### config.mk
export PLATFORM = sky130hd
export DESIGN_NAME = ram2vga_reader
export DESIGN_NICKNAME = d
export VERILOG_FILES = /design/src/rtl/cam_disp_pkg.sv /design/src/rtl/vga_timing_gen.sv /design/src/rtl/ram2vga_reader.sv
export SDC_FILE = /design/constraint.sdc
export NUM_CORES = 1
export LEC_CHECK = 0
export CORE_UTILIZATION = 50
export CTS_BUF_LIST = sky130_fd_sc_hd__clkbuf_2 sky130_fd_sc_hd__clkbuf_4 sky130_fd_sc_hd__clkbuf_8
export DETAILED_ROUTE_END_ITERATION = 7
export PLACE_DENSITY = 0.69
export SETUP_SLACK_MARGIN = 0.05
export SLEW_MARGIN = 5
export SYNTH_ARGS = -nofsm -noshare
export SYNTH_HDL_FRONTEND = slang
export SYNTH_SLANG_ARGS = --single-unit
export TNS_END_PERCENT = 10
### constraint.sdc
create_clock -name sysclk -period 2.9 [get_ports sysclk]
set_input_delay 0.58 -clock sysclk [delete_from_list [all_inputs] [get_ports sysclk]]
set_output_delay 0.58 -clock sysclk [all_outputs]
set_load 0.02 [all_outputs]
### src/rtl/cam_disp_pkg.sv
// Shared constants and types for the camera display buffer.
// Holds the 640x480@60 VGA timing, the capture window placement and size
// (also used by the camera writer), the pixel format and the control bundle
// that travels down the read-side delay line.
package cam_disp_pkg;

  // Horizontal timing in sysclk cycles (total 800)
  localparam int H_ACTIVE = 640;
  localparam int H_FP     = 16;
  localparam int H_SYNC   = 96;
  localparam int H_BP     = 48;

  // Vertical timing in lines (total 525)
  localparam int V_ACTIVE = 480;
  localparam int V_FP     = 10;
  localparam int V_SYNC   = 2;
  localparam int V_BP     = 33;

  // Capture window, in active-area coordinates
  localparam int WIN_X0 = 270;
  localparam int WIN_Y0 = 190;
  localparam int WIN_W  = 100;
  localparam int WIN_H  = 100;

  localparam int ADDR_W = 16;
  localparam int PIX_W  = 3;
  localparam int RD_LAT = 1;
  localparam int CNT_W  = 10;

  typedef logic [PIX_W-1:0] pix_t;
  typedef logic [CNT_W-1:0] cnt_t;

  localparam pix_t BORDER = 3'b000;

  // Per-pixel control decoded from the raster counters
  typedef struct packed {
    logic act;
    logic win;
    logic hs_n;
    logic vs_n;
    logic first;
  } vid_ctl_t;

  // Blanked, syncs inactive: the flushed state of every delay stage
  localparam vid_ctl_t CTL_IDLE = '{act: 1'b0, win: 1'b0, hs_n: 1'b1,
                                    vs_n: 1'b1, first: 1'b0};

  // True when v lies in [lo, lo+len-1]
  function automatic logic in_span(input cnt_t v, input int lo, input int len);
    return (int'(v) >= lo) && (int'(v) < lo + len);
  endfunction

endpackage

### src/rtl/vga_timing_gen.sv
// Raster counters for the VGA read side.
// Ports:
//   sysclk, rst        pixel clock, asynchronous active-high reset
//   o_hcnt, o_vcnt     current raster position (stage 0)
//   o_act              position lies in the active area
//   o_hs_n, o_vs_n     undelayed active-low sync decodes
//   o_first            position is (0,0)
//   o_vblank           registered vcnt >= V_ACTIVE, exact to the counter
module vga_timing_gen
  import cam_disp_pkg::*;
#(
  parameter int H_ACTIVE = cam_disp_pkg::H_ACTIVE,
  parameter int H_FP     = cam_disp_pkg::H_FP,
  parameter int H_SYNC   = cam_disp_pkg::H_SYNC,
  parameter int H_BP     = cam_disp_pkg::H_BP,
  parameter int V_ACTIVE = cam_disp_pkg::V_ACTIVE,
  parameter int V_FP     = cam_disp_pkg::V_FP,
  parameter int V_SYNC   = cam_disp_pkg::V_SYNC,
  parameter int V_BP     = cam_disp_pkg::V_BP
) (
  input  logic sysclk,
  input  logic rst,
  output cnt_t o_hcnt,
  output cnt_t o_vcnt,
  output logic o_act,
  output logic o_hs_n,
  output logic o_vs_n,
  output logic o_first,
  output logic o_vblank
);

  localparam int   H_TOTAL  = H_ACTIVE + H_FP + H_SYNC + H_BP;
  localparam int   V_TOTAL  = V_ACTIVE + V_FP + V_SYNC + V_BP;
  localparam cnt_t H_LAST   = cnt_t'(H_TOTAL - 1);
  localparam cnt_t V_LAST   = cnt_t'(V_TOTAL - 1);
  localparam cnt_t H_ACT_C  = cnt_t'(H_ACTIVE);
  localparam cnt_t V_ACT_C  = cnt_t'(V_ACTIVE);

  cnt_t r_hcnt;
  cnt_t r_vcnt;
  logic r_vblank;

  logic w_h_last;
  cnt_t w_vcnt_nxt;

  // NOTE: every variable gets a default before any conditional assignment,
  // so no path leaves it unassigned and no latch is inferred.
  always_comb begin
    w_h_last   = (r_hcnt == H_LAST);
    w_vcnt_nxt = r_vcnt;
    if (w_h_last) begin
      w_vcnt_nxt = (r_vcnt == V_LAST) ? '0 : r_vcnt + cnt_t'(1);
    end
  end

  // NOTE: state registers use non-blocking assignments so every register
  // samples the pre-edge values, independent of statement order.
  always_ff @(posedge sysclk or posedge rst) begin
    if (rst) begin
      r_hcnt   <= '0;
      r_vcnt   <= '0;
      r_vblank <= 1'b0;
    end else begin
      r_hcnt   <= w_h_last ? '0 : r_hcnt + cnt_t'(1);
      r_vcnt   <= w_vcnt_nxt;
      // Computed from the next vcnt so it tracks r_vcnt on the same edge
      r_vblank <= (w_vcnt_nxt >= V_ACT_C);
    end
  end

  assign o_hcnt   = r_hcnt;
  assign o_vcnt   = r_vcnt;
  assign o_act    = (r_hcnt < H_ACT_C) && (r_vcnt < V_ACT_C);
  assign o_hs_n   = !in_span(r_hcnt, H_ACTIVE + H_FP, H_SYNC);
  assign o_vs_n   = !in_span(r_vcnt, V_ACTIVE + V_FP, V_SYNC);
  assign o_first  = (r_hcnt == '0) && (r_vcnt == '0);
  assign o_vblank = r_vblank;

endmodule

### src/rtl/ram2vga_reader.sv
// Read side of the camera display buffer.
// Generates VGA timing, reads the WIN_W x WIN_H window row-major from address
// 0 of the display RAM and drives the monitor. Blanking is black, active
// pixels outside the window show BORDER.
// Ports:
//   sysclk, rst        pixel clock, asynchronous active-high reset
//   rdaddr, rden       RAM read address / enable (enable only for window pixels)
//   q                  RAM read data, valid RD_LAT cycles after rdaddr/rden
//   hsync, vsync       active-low syncs, aligned with rgb
//   rgb                pixel colour {r,g,b}
//   vblank             undelayed vcnt >= V_ACTIVE, for the writer
//   frame_start        one-cycle pulse with output pixel (0,0)
module ram2vga_reader
  import cam_disp_pkg::*;
#(
  parameter int   H_ACTIVE = cam_disp_pkg::H_ACTIVE,
  parameter int   H_FP     = cam_disp_pkg::H_FP,
  parameter int   H_SYNC   = cam_disp_pkg::H_SYNC,
  parameter int   H_BP     = cam_disp_pkg::H_BP,
  parameter int   V_ACTIVE = cam_disp_pkg::V_ACTIVE,
  parameter int   V_FP     = cam_disp_pkg::V_FP,
  parameter int   V_SYNC   = cam_disp_pkg::V_SYNC,
  parameter int   V_BP     = cam_disp_pkg::V_BP,
  parameter int   WIN_X0   = cam_disp_pkg::WIN_X0,
  parameter int   WIN_Y0   = cam_disp_pkg::WIN_Y0,
  parameter int   WIN_W    = cam_disp_pkg::WIN_W,
  parameter int   WIN_H    = cam_disp_pkg::WIN_H,
  parameter int   ADDR_W   = cam_disp_pkg::ADDR_W,
  parameter int   RD_LAT   = cam_disp_pkg::RD_LAT,
  parameter pix_t BORDER   = cam_disp_pkg::BORDER
) (
  input  logic              sysclk,
  input  logic              rst,
  output logic [ADDR_W-1:0] rdaddr,
  output logic              rden,
  input  pix_t              q,
  output logic              hsync,
  output logic              vsync,
  output pix_t              rgb,
  output logic              vblank,
  output logic              frame_start
);

  // Counters -> address register -> RAM (RD_LAT) -> output register
  localparam int PIPE = 2 + RD_LAT;
  // Control stages ahead of the output register
  localparam int DLY  = PIPE - 1;

  cnt_t w_hcnt;
  cnt_t w_vcnt;
  logic w_act;
  logic w_hs_n;
  logic w_vs_n;
  logic w_first;
  logic w_win;
  logic w_addr_clr;

  vid_ctl_t w_ctl;
  vid_ctl_t w_tail;

  logic [ADDR_W-1:0] r_rdaddr;
  logic [ADDR_W-1:0] r_next;
  logic              r_rden;
  vid_ctl_t          r_ctl [DLY];

  vga_timing_gen #(
    .H_ACTIVE (H_ACTIVE),
    .H_FP     (H_FP),
    .H_SYNC   (H_SYNC),
    .H_BP     (H_BP),
    .V_ACTIVE (V_ACTIVE),
    .V_FP     (V_FP),
    .V_SYNC   (V_SYNC),
    .V_BP     (V_BP)
  ) u_timing (
    .sysclk   (sysclk),
    .rst      (rst),
    .o_hcnt   (w_hcnt),
    .o_vcnt   (w_vcnt),
    .o_act    (w_act),
    .o_hs_n   (w_hs_n),
    .o_vs_n   (w_vs_n),
    .o_first  (w_first),
    .o_vblank (vblank)
  );

  always_comb begin
    w_win = w_act
         && in_span(w_hcnt, WIN_X0, WIN_W)
         && in_span(w_vcnt, WIN_Y0, WIN_H);
    // Start of vertical blanking: the writer may now refill, rewind reads
    w_addr_clr = (w_hcnt == '0) && (w_vcnt == cnt_t'(V_ACTIVE));
    w_ctl = '{act: w_act, win: w_win, hs_n: w_hs_n, vs_n: w_vs_n,
              first: w_first};
    w_tail = r_ctl[DLY-1];
  end

  // Stage 1: read address generation. The window is only inside the active
  // area, so the rewind never coincides with a window pixel.
  always_ff @(posedge sysclk or posedge rst) begin
    if (rst) begin
      r_rden   <= 1'b0;
      r_rdaddr <= '0;
      r_next   <= '0;
    end else begin
      r_rden <= w_win;
      if (w_addr_clr) begin
        r_rdaddr <= '0;
        r_next   <= '0;
      end else if (w_win) begin
        r_rdaddr <= r_next;
        r_next   <= r_next + ADDR_W'(1);
      end
    end
  end

  // Control delay line matching the address register plus RAM latency.
  // NOTE: this small shift register is reset on purpose so a reset flushes
  // any half-drawn pixels; bulk storage (the RAM itself) is never reset.
  always_ff @(posedge sysclk or posedge rst) begin
    if (rst) begin
      for (int i = 0; i < DLY; i++) r_ctl[i] <= CTL_IDLE;
    end else begin
      r_ctl[0] <= w_ctl;
      for (int i = 1; i < DLY; i++) r_ctl[i] <= r_ctl[i-1];
    end
  end

  // Output register: q reaches rgb only for window pixels
  always_ff @(posedge sysclk or posedge rst) begin
    if (rst) begin
      rgb         <= '0;
      hsync       <= 1'b1;
      vsync       <= 1'b1;
      frame_start <= 1'b0;
    end else begin
      rgb         <= !w_tail.act ? '0 : (w_tail.win ? q : BORDER);
      hsync       <= w_tail.hs_n;
      vsync       <= w_tail.vs_n;
      frame_start <= w_tail.first;
    end
  end

  assign rdaddr = r_rdaddr;
  assign rden   = r_rden;

endmodule
Yosys cells after proc, flatten, opt, wreduce, memory -nomap -nowiden
Index checks and enable logic that the tools add are counted.
{"block": "op_classes", "add_sub_neg": 3, "magnitude_cmp": 11, "n_eq_ne": 3, "n_mux": 9, "reduce_logical": 14}
{"op": "two-way mux 16 bit", "count": 4}
{"op": "< comparator 10 x 9 -> 1 bit, second input constant", "count": 4}
{"op": ">= comparator 10 x 9 -> 1 bit, second input constant", "count": 3}
{"op": "two-way mux 10 bit", "count": 3}
{"op": "adder 10 x 1 -> 10 bit, second input constant", "count": 2}
{"op": "equality test 10 bit, second input constant", "count": 2}
{"op": "logical NOT 10 bit", "count": 2}
{"op": "< comparator 10 bit, second input constant", "count": 2}
{"op": "adder 16 x 1 -> 16 bit, second input constant", "count": 1}
{"op": "equality test 10 x 9 -> 1 bit, second input constant", "count": 1}
{"op": ">= comparator 10 bit, second input constant", "count": 1}
{"op": ">= comparator 10 x 8 -> 1 bit, second input constant", "count": 1}
{"op": "logical AND 1 bit", "count": 9}
{"op": "two-way mux 3 bit", "count": 2}
{"op": "logical NOT 1 bit", "count": 2}
{"op": "nonzero test 2 bit", "count": 1}
{"block": "totals", "ff_bits": 69, "in_bits": 5, "elab_cells": 59}

Longest topological paths before layout
{"block": "logic_depth", "word_depth": 6, "ltp_mapped": 10}

Hierarchy
A second synthesis with hierarchy kept.
{"block": "hier_totals", "hier_cells": 325, "hier_area_um2": 3241.9}
{"module": "ram2vga_reader", "instances": 1, "cells_each": 198, "area_each_um2": 2038.2, "seq_area_each_um2": 1208.7}
{"module": "vga_timing_gen", "instances": 1, "cells_each": 127, "area_each_um2": 1203.7, "seq_area_each_um2": 525.5}

Worst setup path after synthesis
No wires, ideal clock.
{"block": "synth_path", "path_type": "reg-to-reg", "start": "reg u_timing.r_vcnt[1] (netlist: u_timing.o_vcnt[1])", "end": "reg r_next[15]", "setup_ns": 0.078, "arrival_ns": 2.036, "setup_slack_ns": 0.786, "stages_incl_launch_ff": 8, "n_path_buf": 1, "cell_sequence": "dfrtp_1 > nor2b_1 > o41a_1 > o32ai_2 > nand2_2 > buf_6 > or4_1 > a21oi_1"}
{"block": "synth_via", "elab_chain_len": 5, "word_cells_on_any_way": 11}
{"element": "start: declaration", "line_no": "vga_timing_gen.sv:40", "rtl": "cnt_t r_vcnt;"}
{"element": "start signal: assignment", "line_no": "vga_timing_gen.sv:65", "rtl": "r_vcnt <= w_vcnt_nxt;"}
{"element": "< comparator 10 x 9 -> 1 bit", "line_no": "vga_timing_gen.sv:73", "rtl": "assign o_act = (r_hcnt < H_ACT_C) && (r_vcnt < V_ACT_C);"}
{"element": "logical AND 1 bit", "line_no": "vga_timing_gen.sv:73"}
{"element": "logical AND 1 bit", "line_no": "ram2vga_reader.sv:89", "rtl": "&& in_span(w_hcnt, WIN_X0, WIN_W)"}
{"element": "logical AND 1 bit", "line_no": "ram2vga_reader.sv:90", "rtl": "&& in_span(w_vcnt, WIN_Y0, WIN_H);"}
{"element": "nonzero test 2 bit (no source line)"}
{"element": "end signal: assignment", "line_no": "ram2vga_reader.sv:112", "rtl": "r_next <= r_next + ADDR_W'(1);"}
{"element": "end: declaration", "line_no": "ram2vga_reader.sv:62", "rtl": "logic [ADDR_W-1:0] r_next;"}
Several ways; a longest one is shown, not always the timed one.
A chain may end at the register's enable or synchronous reset.

Final worst setup path
{"block": "layout_path", "start": "reg u_timing.r_vcnt[1] (netlist: u_timing.o_vcnt[1])", "end": "reg r_next[5]"}
Same word-level chain as after synthesis.

==> impl_metrics.py <==
metrics = {
    "finish": {
        "num_antenna_cells": 0,
        "fill_cells": 491,
        "final_util": 0.622,
        "area_growth_pct": 17.8,
        "drive_gt1_frac": 0.105,
        "fin_nets": 358,
    },
    "timing": {
        "post-route-period-util": 0.890,
        "timing.fmax_ghz": 0.388,
        "skew_ps": 12.4,
        "tightest_slew_ps": 539,
        "setup_tns_ps": 0,
        "grt_setup_unrepaired": "no",
        "finalHoldViolCount": 0,
        "slew_headroom": 0.640,
        "setup_viol": 0,
        "hold_slack_ps": 357,
        "min_period_ps": 2580,
        "slew_violations": 0,
    },
    "min_path": {
        "holdCritStartpoint": "r_ctl[9]",
        "min_to": "r_ctl[4]",
        "whs_path_depth": 0,
        "hp-class": "reg2reg",
    },
    "synth": {
        "syn_nets": 333,
        "synth_top_cell_area_share": 0.492,
        "synth-seq-cells": 69,
        "yosysWarnings": 0,
        "async_flop_share": 1.00,
        "synth_top_area_cell": "dfrtp_1",
        "syn_area_sq_um": 3200,
        "synthTopCellsByArea": "dfrtp_1, nand2_1, dfstp_2",
        "synth-edff-count": 0,
        "synthCells": 321,
        "synth_cell_types": 46,
        "avgSynthCellArea_sq_um": 9.97,
        "synthFlopType": "dfrtp_1",
        "synth_seq_area_share": 0.542,
    },
    "global_route": {
        "first_global_vias": 2166,
        "grt_usage": 0.212,
        "grt_pass1_wl_um": 10600,
        "grt_overflow_total": 0,
        "antenna_found_initial": 0,
        "grt_max_degree": 46,
    },
    "power": {
        "p_per_area_nw_per_um2": 497,
        "total_power_w": 0.00187,
        "comb_power_share": 0.014,
        "p_sw_frac": 0.198,
        "p_sw_w": 0.000372,
        "p_clk_frac": 0.473,
        "seq_power_share": 0.514,
        "power_leakage_nw": 1.69,
        "intPower_w": 0.00150,
        "ir_worst_vdd_mv": 0.259,
    },
    "clock_network": {
        "h-tree-depth": 3,
        "cts_max_path_buffers": 2,
        "clk_latency_ps": 350,
        "cts_num_sinks": 69,
        "cts_setup_buffers": 0,
        "ctsHoldBuffers": 0,
        "cts_root_buf": "clkbuf_8",
        "cts_tree": "built",
        "numCtsBuffers": 9,
        "cts_resized": 0,
        "cts.clk_slew.worst_paths_ps": 70,
    },
    "placement": {
        "gp_congestion": 0.766,
        "hpwl_um": 4160,
        "portBuffers": 28,
    },
    "detailed_routing": {
        "wl_um": 6310,
        "drt_iter0_markers": 157,
        "drc": 0,
        "vias": 2417,
        "drt-pass1-iter-count": 4,
        "ant_nets": 0,
        "drt-vias-per-instance": 5.67,
        "drt-wirelength-per-cell_um": 14.8,
    },
    "critical_path": {
        "crit_arrival_ps": 2850,
        "crit_chain": "nor2b_1 > o41a_1 > o32ai_2 > nand2_2 > buf_4 > or4_1 > a21oi_1",
        "cp_num_cells": 7,
        "critPathSlowestCell": "or4_1",
        "reg2reg_slack_ps": 320,
        "crit_type": "reg2reg",
        "cp_max_fo": 19,
        "crit_path_start_kind": "flip-flop",
        "worst-path-buf-inv": 1,
        "reg2reg_from": "u_timing.o_vcnt[1]",
        "crit_path_end_kind": "flip-flop",
        "cp-startpoint": "u_timing.o_vcnt[1]",
        "slowest_delay_ps": 510,
        "worstPathRequired_ps": 3170,
        "rr_worst_depth": 7,
        "critical-path-top-delay-family": "simple AND/OR/NAND/NOR gates",
        "reg2reg_to": "r_next[5]",
    },
    "floorplanning": {
        "dieArea_sq_um": 6730,
        "die_h_um": 82.0,
        "core_area_sq_um": 6060,
        "start_util": 0.528,
        "pin_count": 29,
        "row_count": 28,
        "fp.dieW_um": 82.0,
    },
    "status": {
        "status": "finished clean",
    },
    "run": {
        "maxCapViolCount": 0,
    },
}
-- how the worst max path moves through the flow --
stage | endpoint | slack [ps]
6_report | r_next[5] | 320
5_1_grt | r_next[5] | 220
4_1_cts | r_next[5] | 330
3_5_place_dp | r_next[6] | 360
3_3_place_gp | r_next[6] | 460
2_1_floorplan | frame_start | 590
-- synthesized netlist by cell type, types with 2 or more instances --
cell	instances
nor3b_1	2
nand4b_1	3
dfstp_2	6
and2_1	4
and3_1	8
nand2_1	56
xor2_1	5
nor2_1	10
nand4_1	6
nor4_1	5
mux2i_1	3
and4_1	4
xnor2_1	7
o31ai_1	9
nor3_1	10
or4_1	8
buf_4	2
ha_1	7
nor2b_1	4
o21ai_0	10
o2111ai_1	2
nand3_1	29
o211ai_1	3
clkbuf_1	10
dfrtp_1	63
a21oi_1	12
buf_2	9
inv_1	6
-- power groups by stage --
stage / clock network (W) / logic, W / registers (W)
floorplan: 0 / 0.0000140 / 0.000981
global placement: 0 / 0.0000281 / 0.000980
detailed placement: 0 / 0.0000280 / 0.000980
CTS: 0.000907 / 0.0000282 / 0.000962
global route: 0.000947 / 0.0000308 / 0.000962
finish: 0.000885 / 0.0000261 / 0.000962
-- state kept, by name (all words and copies together), names as in the netlist --
signal	count
r_next	16
rdaddr	16
r_ctl	10
u_timing.o_hcnt	10
u_timing.o_vcnt	10
rgb	3
frame_start	1
hsync	1
u_timing.o_vblank	1
vsync	1
-- layer usage --
metal  GRT usage  part of all wire  up-vias
met5           0                 0        -
met4       0.111             0.020        0
met3      0.0433             0.040       12
met2       0.307              0.45       58
met1       0.297              0.49     1170
li1            -                 -     1177
-- area by class of cell --
class / count / area, sq um / area share
clock buffer: 11 / 151 / 0.0401
inverter: 7 / 26.3 / 0.00697
tap: 75 / 93.8 / 0.0249
sequential: 69 / 1730 / 0.460
clock inverter: 5 / 81.3 / 0.0216
timing repair buffer: 36 / 353 / 0.0935
multi-input combinational: 223 / 1330 / 0.353
-- metrics by stage --
step	instance area, sq um	cells	worst slack, ps
3_5_place_dp	3540	410	359
6_report	3770	426	320
5_1_grt	3770	426	218
2_1_floorplan	3200	321	590
4_1_cts	3770	426	330
3_3_place_gp	3540	410	460
-- cells in the final DEF (no fill, tap or decap), types with 2 or more instances in the layout --
cell type | synthesis | final
a21oi_1 | 12 | 12
clkdlybuf4s50_1 | 0 | 28
nand4b_1 | 3 | 3
o21ai_0 | 10 | 10
dfstp_2 | 6 | 6
and2_1 | 4 | 4
nor2b_1 | 4 | 4
clkbuf_8 | 0 | 11
nand3_1 | 29 | 29
xor2_1 | 5 | 5
o2111ai_1 | 2 | 2
ha_1 | 7 | 7
nand4_1 | 6 | 6
xnor2_1 | 7 | 7
inv_1 | 6 | 5
o211ai_1 | 3 | 3
dfrtp_1 | 63 | 63
or4_1 | 8 | 8
bufinv_16 | 0 | 2
nor3_1 | 10 | 10
and3_1 | 8 | 8
and4_1 | 4 | 4
o31ai_1 | 9 | 9
buf_4 | 2 | 7
nor4_1 | 5 | 5
nand2_1 | 56 | 56
nor3b_1 | 2 | 2
mux2i_1 | 3 | 3
nor2_1 | 10 | 10
-- worst reg2reg max path, cell delays in order (launching register included) --
cell     delay [ps]
dfrtp_1         480
nor2b_1         180
o41a_1          330
o32ai_2         340
nand2_2         250
buf_4           270
or4_1           510
a21oi_1         150
-- logic make-up after synthesis --
kind of cell,synth area share
and+or+nand+nor,0.254
AOI/OAI and AO/OA,0.0922
buffers and inverters,0.0422
adders and majority gates,0.0274
DFF,0.542
xor gates and xnor gates,0.0328
muxes,0.00938
Note: power is estimated with default switching activity, not from simulation.
